--- src/rtl/ns_rr_arb.sv ---
// ns_rr_arb -- round-robin arbiter with registered one-hot and binary grant.
//
// A request vector is arbitrated from a rotating priority pointer. The grant is
// held until gnt_rdy accepts it. On an accept, the pointer moves past the
// accepted index. The remaining requesters (excluding the one just served) are
// then re-arbitrated in the same cycle, so grants can issue back-to-back.
//
// Optional feature: define NS_RR_ARB_LOCK_EN to honour 'lock'. An accept with
// lock=1 then keeps the current grant and pointer. When the macro is not
// defined, the lock port is present but ignored.
//
// Parameters
//   SEL_WIDTH  number of requesters (2..32)
//   IDX_WIDTH  $clog2(SEL_WIDTH), width of gnt_idx
// Ports
//   clk      clock, rising edge
//   rst      synchronous active-high reset
//   req      per-requester level request
//   lock     keep current grant across an accept (see macro above)
//   gnt_rdy  downstream accepts the presented grant
//   gnt_vld  grant presented (registered)
//   gnt_oh   one-hot grant (registered), all-zero when idle
//   gnt_idx  binary index of gnt_oh (registered)
module ns_rr_arb #(
  parameter  int SEL_WIDTH = 8,
  localparam int IDX_WIDTH = $clog2(SEL_WIDTH)
) (
  input  logic                 clk,
  input  logic                 rst,
  input  logic [SEL_WIDTH-1:0] req,
  input  logic                 lock,
  input  logic                 gnt_rdy,
  output logic                 gnt_vld,
  output logic [SEL_WIDTH-1:0] gnt_oh,
  output logic [IDX_WIDTH-1:0] gnt_idx
);

`ifdef NS_RR_ARB_LOCK_EN
  localparam logic LOCK_EN = 1'b1;
`else
  localparam logic LOCK_EN = 1'b0;
`endif

  typedef enum logic {IDLE = 1'b0, GRANT = 1'b1} state_t;

  state_t                 state_q, state_d;
  logic [IDX_WIDTH-1:0]   ptr_q, ptr_d, ptr_inc;
  logic [SEL_WIDTH-1:0]   oh_d;
  logic [IDX_WIDTH-1:0]   idx_d;
  logic                   accept, hold_lock;

  logic [SEL_WIDTH-1:0]   arb_req, arb_mask, arb_hi, arb_src, arb_pick;
  logic [IDX_WIDTH-1:0]   arb_ptr, pick_idx;

  assign accept    = (state_q == GRANT) && gnt_rdy;
  assign hold_lock = accept && LOCK_EN && lock;
  // Pointer after serving gnt_idx; explicit wrap for non-power-of-2 widths.
  assign ptr_inc   = (gnt_idx == IDX_WIDTH'(SEL_WIDTH-1)) ? '0
                                                          : gnt_idx + IDX_WIDTH'(1);

  // Round-robin pick: search requests at or above the pointer first; if none,
  // fall back to the whole vector, which then wraps to the lowest set bit.
  always_comb begin
    arb_ptr = accept ? ptr_inc : ptr_q;
    // Current holder is excluded on accept; gnt_oh is zero in IDLE anyway.
    arb_req = (state_q == GRANT) ? (req & ~gnt_oh) : req;
    for (int i = 0; i < SEL_WIDTH; i++)
      arb_mask[i] = (IDX_WIDTH'(i) >= arb_ptr);
    arb_hi   = arb_req & arb_mask;
    arb_src  = (|arb_hi) ? arb_hi : arb_req;
    arb_pick = arb_src & (~arb_src + SEL_WIDTH'(1));  // isolate lowest set bit
    pick_idx = '0;
    for (int i = 0; i < SEL_WIDTH; i++)
      if (arb_pick[i]) pick_idx = pick_idx | IDX_WIDTH'(i);
  end

  // Next-state logic
  always_comb begin
    state_d = state_q;
    case (state_q)
      IDLE:  if (|req) state_d = GRANT;
      GRANT: if (accept && !hold_lock) state_d = (|arb_pick) ? GRANT : IDLE;
    endcase
  end

  // Next output/pointer values
  always_comb begin
    oh_d  = gnt_oh;
    idx_d = gnt_idx;
    ptr_d = ptr_q;
    case (state_q)
      IDLE: begin
        oh_d  = arb_pick;       // zero when req == 0
        idx_d = pick_idx;
      end
      GRANT: begin
        if (accept && !hold_lock) begin
          ptr_d = ptr_inc;
          oh_d  = arb_pick;
          idx_d = pick_idx;
        end
      end
    endcase
  end

  // State and registered outputs
  always_ff @(posedge clk) begin
    if (rst) begin
      state_q <= IDLE;
      ptr_q   <= '0;
      gnt_vld <= 1'b0;
      gnt_oh  <= '0;
      gnt_idx <= '0;
    end else begin
      state_q <= state_d;
      ptr_q   <= ptr_d;
      gnt_vld <= (state_d == GRANT);
      gnt_oh  <= oh_d;
      gnt_idx <= idx_d;
    end
  end

endmodule

--- config.mk ---
export PLATFORM = sky130hd
export DESIGN_NAME = ns_rr_arb
export DESIGN_NICKNAME = d
export VERILOG_FILES = /design/src/rtl/ns_rr_arb.sv
export SDC_FILE = /design/constraint.sdc
export NUM_CORES = 1
export LEC_CHECK = 0
export ABC_AREA = 0
export BUFFER_PORTS_ARGS = -buffer_cell sky130_fd_sc_hd__buf_2
export CAP_MARGIN = 5
export CORE_MARGIN = 3
export CORE_UTILIZATION = 35
export DETAILED_ROUTE_END_ITERATION = 16
export HOLD_SLACK_MARGIN = 0.03
export MAX_ROUTING_LAYER = met4
export PLACE_DENSITY = 0.7
export SYNTH_ARGS = -nofsm -noshare
export SYNTH_HDL_FRONTEND = slang
export SYNTH_SLANG_ARGS = --single-unit
--- constraint.sdc ---
create_clock -name clk -period 2.4 [get_ports clk]
set_input_delay 0.12 -clock clk [delete_from_list [all_inputs] [get_ports clk]]
set_output_delay 0.12 -clock clk [all_outputs]
set_load 0.02 [all_outputs]
; Word level (Yosys, flattened, before mapping)
; Cells that the tools add are included.
; Widths: inputs -> output; s select.
[totals]
in_bits = 12
register_bits = 15
[classes]
n_reduce_logical = 4
n_bitwise = 6
n_addsub = 2
eq_ne = 2
magnitude_cmp = 8
n_mux = 19
[op_table]
columns = operator, count
row1 = $and 8x8->8, 3
row2 = $mux 8, 3
row3 = $reduce_or 8->1, 3
row4 = $mux 3, 7
row5 = $not 8->8, 2
row6 = $pmux 8 s2, 1
row7 = $ge 3x3->1 const A, 4
row8 = $add 8x1->8 const B, 1
row9 = $ge 1x3->1 const A, 2
row10 = $ge 2x3->1 const A, 2
row11 = $pmux 3 s2, 1
row12 = $mux 1, 4
row13 = $mux 2, 2
row14 = $add 3x1->3 const B, 1
row15 = $eq 3x3->1 const B, 1
row16 = $ne 2x1->1 const B, 1
row17 = $pmux 1 s2, 1
row18 = $logic_and 1x1->1, 1
row19 = $not 1->1, 1

; Depth between registers and ports, before layout
[logic_depth]
ltp_word = 19
mapped_depth = 10

; Least setup slack after synthesis
; Ideal clock, no wire load.
[synth_path]
path_kind = register to register
startpoint = reg gnt_idx[0]
endpoint = reg gnt_idx[0]
slack_ns = -0.049
setup_ns = 0.088
stages_incl_launch_ff = 11
path_buffers = 1
t_arrival_ns = 2.361
required_time_ns = 2.312
cell_sequence = dfxtp_1 -> ha_1 -> ha_1 -> and4b_4 -> buf_6 -> nor4_1 -> or4b_1 -> o211ai_2 -> o211ai_1 -> a21bo_1 -> a311oi_2
[synth_between]
elab_chain_len = 19
word_cells_on_any_way = 27
cone_classes = 2 x add/sub / 8 x order compare / 1 x eq/ne / 12 x mux / 3 x bitwise / 1 x reduce/logical
[synth_rtl]
columns = item, line_no
row1 = from (decl), 35  ; output logic [IDX_WIDTH-1:0] gnt_idx
row2 = from (signal assigned), 119  ; gnt_idx <= idx_d;
row3 = $add 3x1->3 / $eq 3x3->1 (equally long branches), "59, 58"
row4 = $mux 3 (*), 58  ; assign ptr_inc = (gnt_idx == IDX_WIDTH'(SEL_WIDTH-1)) ? '0
row5 = $mux 3 (*), n/a
row6 = "$ge 1x3->1, or another cell as far along", 68  ; arb_mask[i] = (IDX_WIDTH'(i) >= arb_ptr);
row7 = $and 8x8->8 (*), 69  ; arb_hi = arb_req & arb_mask;
row8 = $reduce_or 8->1, 70  ; arb_src = (|arb_hi) ? arb_hi : arb_req;
row9 = $mux 8 (*), 70
row10 = $not 8->8, 71  ; arb_pick = arb_src & (~arb_src + SEL_WIDTH'(1));
row11 = $add 8x1->8, 71
row12 = $and 8x8->8 (*), 71
row13 = $mux 1, 74  ; if (arb_pick[i]) pick_idx = pick_idx | IDX_WIDTH'(i);
row14 = $mux 2 (2 in a row), 74
row15 = $mux 3 (3 in a row), 74
row16 = $mux 3 (*), 74
row17 = $mux 3, 97  ; if (accept && !hold_lock) begin
row18 = $pmux 3 s2 (*), 91  ; case (state_q)
; Every way passes the cells marked *; elsewhere a longest branch is shown, timed or not. The select of a mux whose other input is x is not followed.
; A chain may end at the register's enable or synchronous reset.

; Worst setup path after layout
[layout_path]
startpoint = reg gnt_idx[1]
endpoint = reg gnt_idx[0]
; The elaborated chain is that of the path after synthesis.

==> impl_metrics.csv <==
group,metric,value,unit
power,peakVddDrop,0.282,mV
clocking,path_clk_slew,0.10,ns
floorplanning,dieArea,3750,um2
floorplanning,start_util,0.378,
placement,io_buffers,22,
global_route,antenna_found_initial,0,
yosys,syn_avg_cell_area,8.76,um2
placement,dp_hpwl,2420,um
sta,finalHoldViolations,0,
clocking,cts.sinks,15,
sta,timing.fmax,413,MHz
yosys,ys_ff_latch,15,
clocking,ctsHoldBuffers,0,
sta,drv_slew,0,
floorplanning,die_w,61.3,um
global_route,gr-total-overflow,0,
setup_path,cp_cell_sequence,"ha_4 > ha_4 > and4b_4 > nor4_2 > or4b_1 > o211ai_2 > o211ai_1 > a21bo_1 > a311oi_2",
layout,final_nets,181,
yosys,synth.top_cell.area_share,0.281,
yosys,yosysMostFrequentCell,"dfxtp_1",
global_route,grt_usage,0.202,
yosys,synthTopCellsByArea,"dfxtp_1 28%, buf_6 4.2%, nand2_1 4.2%",
route,drt-initial-drc-count,50,
setup_path,endpoint_kind,"flip-flop",
yosys,synth_cell_types,49,
run_status,status,"complete, but fails checks",
setup_path,criticalPathCategory,"flip-flop to flip-flop",
yosys,synth_flop_cell,"dfxtp_1",
yosys,synth-seq-area-share,0.281,
clocking,cts_tree,"yes",
clocking,numCtsBuffers,3,
clocking,cts-root-buf,"clkbuf_4",
layout,final_cells,197,
setup_path,worstSetupStartpointType,"flip-flop",
yosys,syn-cell-area,1070,um2
setup_path,cp_max_fo,7,
yosys,synth_edf_count,0,
sta,finClkSkew,0.00956,ns
yosys,synthArstFlopShare,0,
sta,finalCritPeriodShare,1.01,
route,dr_total_vias,1158,
floorplanning,num_rows,19,
layout,drive_above_1_share,0.470,
global_route,grt_max_degree,14,
sta,setup_viol,1,
setup_path,critPathArrivalTime,2.62,ns
sta,timing.final.ws_setup,-0.0205,ns
power,cellPowerDensity,464,nW/um2
route,drt-pass1-iter-count,4,
layout,syn_to_final_growth,36.3,%
global_route,grt_first_pass_wirelength,5400,um
clocking,clk_path_buf_depth,2,
power,finalPower,0.000675,W
sta,rsz0062_at_grt,"yes",
global_route,first_global_vias,1160,
route,routed_wire_length_per_instance,16.7,um
yosys,synth_cells,122,
sta,post-route-min-period,2.42,ns
power,p_leak,0.637,nW
yosys,synth_nets,136,
route,wl,3300,um
floorplanning,io_pins,24,
yosys,ys_top_cells_by_count,"15 x dfxtp_1, 12 x nand2_1, 12 x nor2_1",
placement,dp.cells,190,
layout,fillers,258,
floorplanning,core-area,2830,um2
yosys,yosysTopAreaCell,"dfxtp_1",
clocking,htreeDepth,1,
setup_path,cp.required,2.60,ns
floorplanning,die_h,61.3,um
sta,tightest_slew,0.496,ns
route,ant_nets,0,
route,drc_errors,0,
route,via_per_inst,5.88,
setup_path,slowest_stage,"or4b_1",
run_status,violations,"setup timing",
yosys,yosysWarnings,0,
placement,gp_congestion,0.959,
setup_path,crit_top_cell,"ha_4",
sta,relSlewSlack,0.668,
layout,num_antenna_cells,0,
setup_path,critPathMaxStageDelay,0.50,ns
clocking,clock_latency,0.30,ns
run,cap_violations,0,
min_path,hp-class,"primary input to flip-flop",
## power by group
part           internal, W  switching, W
Combinational     0.000112      0.000128
Clock            0.0000648     0.0000903
Sequential        0.000265     0.0000158
## layer usage
| layer | up-vias | global-route usage | wire [um] | part of all wire |
|---|---|---|---|---|
| met3 | 9 | 0.0294 | 248 | 0.075 |
| met4 | 0 | 0.102 | 92 | 0.028 |
| li1 | 563 | - | - | - |
| met1 | 538 | 0.255 | 1370 | 0.42 |
| met5 | - | - | 0 | 0 |
| met2 | 48 | 0.313 | 1580 | 0.48 |
## flip-flops by register name, summed over array words and instances (netlist names)
register and flops:
ptr_q 3, gnt_oh 8, state_q 1, gnt_idx 3
## through the flow
stage / TNS [ns] / setup slack [ns] / hold WS (ns) / area, um2 / utilization
floorplan: 0 / 0.00110 / 0.367 / 1080 / -
global placement: -0.0000533 / -0.0000533 / 0.472 / 1330 / 0.469
detailed placement: -0.199 / -0.0459 / 0.478 / 1330 / 0.469
CTS: 0 / 0.00811 / 0.176 / 1450 / 0.513
global route: -0.657 / -0.121 / 0.194 / 1460 / 0.515
finish: -0.0205 / -0.0205 / 0.178 / 1460 / 0.515
## cell families (layout without fill, tap and decap cells)
| group | Yosys count | after routing | synth area share |
|---|---|---|---|
| AND/OR/NAND/NOR | 50 | 50 | 0.265 |
| AO/OA/AOI/OAI | 49 | 49 | 0.382 |
| flip-flops | 15 | 15 | 0.281 |
| buffers and inverters | 6 | 50 | 0.0492 |
| adder cells (fa/ha/maj) | 2 | 2 | 0.0234 |
## area by class of cell
class | instances | area [um2] | share of cell area
timing repair buffer | 45 | 283 | 0.194
sequential | 15 | 307 | 0.210
inverter | 1 | 3.75 | 0.00258
tap | 31 | 38.8 | 0.0266
multi-input combinational | 101 | 798 | 0.548
clock buffer | 4 | 26.3 | 0.0180
## final timing paths
check                     to       start  slack [ns]  cells past startpoint
setup / recovery  gnt_idx[0]  gnt_idx[1]       -0.02                      9
hold / removal      ptr_q[0]         rst        0.18                      2
setup reg to reg  gnt_idx[0]  gnt_idx[1]       -0.02                      9
hold reg to reg    gnt_oh[3]   gnt_oh[3]        0.49                      2
## what timing repair did
| action | 4_1_cts | 5_1_grt |
|---|---|---|
| setup endpoints to repair | 9 | 11 |
| gates resized for setup | 13 | 3 |
| gates cloned | 0 | 0 |
| buffers inserted | 3 | 0 |
| pin swaps | 9 | 4 |
## critical path: cells and delay by family (launching register included)
kind            cells  cell delay [ns]
compound gates      4             0.71
fa+ha+maj           2             0.31
flops               1             0.36
simple gates        3             0.94
## cells in the final DEF, fill, tap and decap left out, types with 4 or more instances in the layout
cell type / synthesis / routed
buf_4: 0 / 23
buf_2: 0 / 22
dfxtp_1: 15 / 12
nor2_1: 12 / 11
nand2_1: 12 / 11
a21boi_0: 4 / 4
No activity file was read; power rests on OpenSTA's default activity.
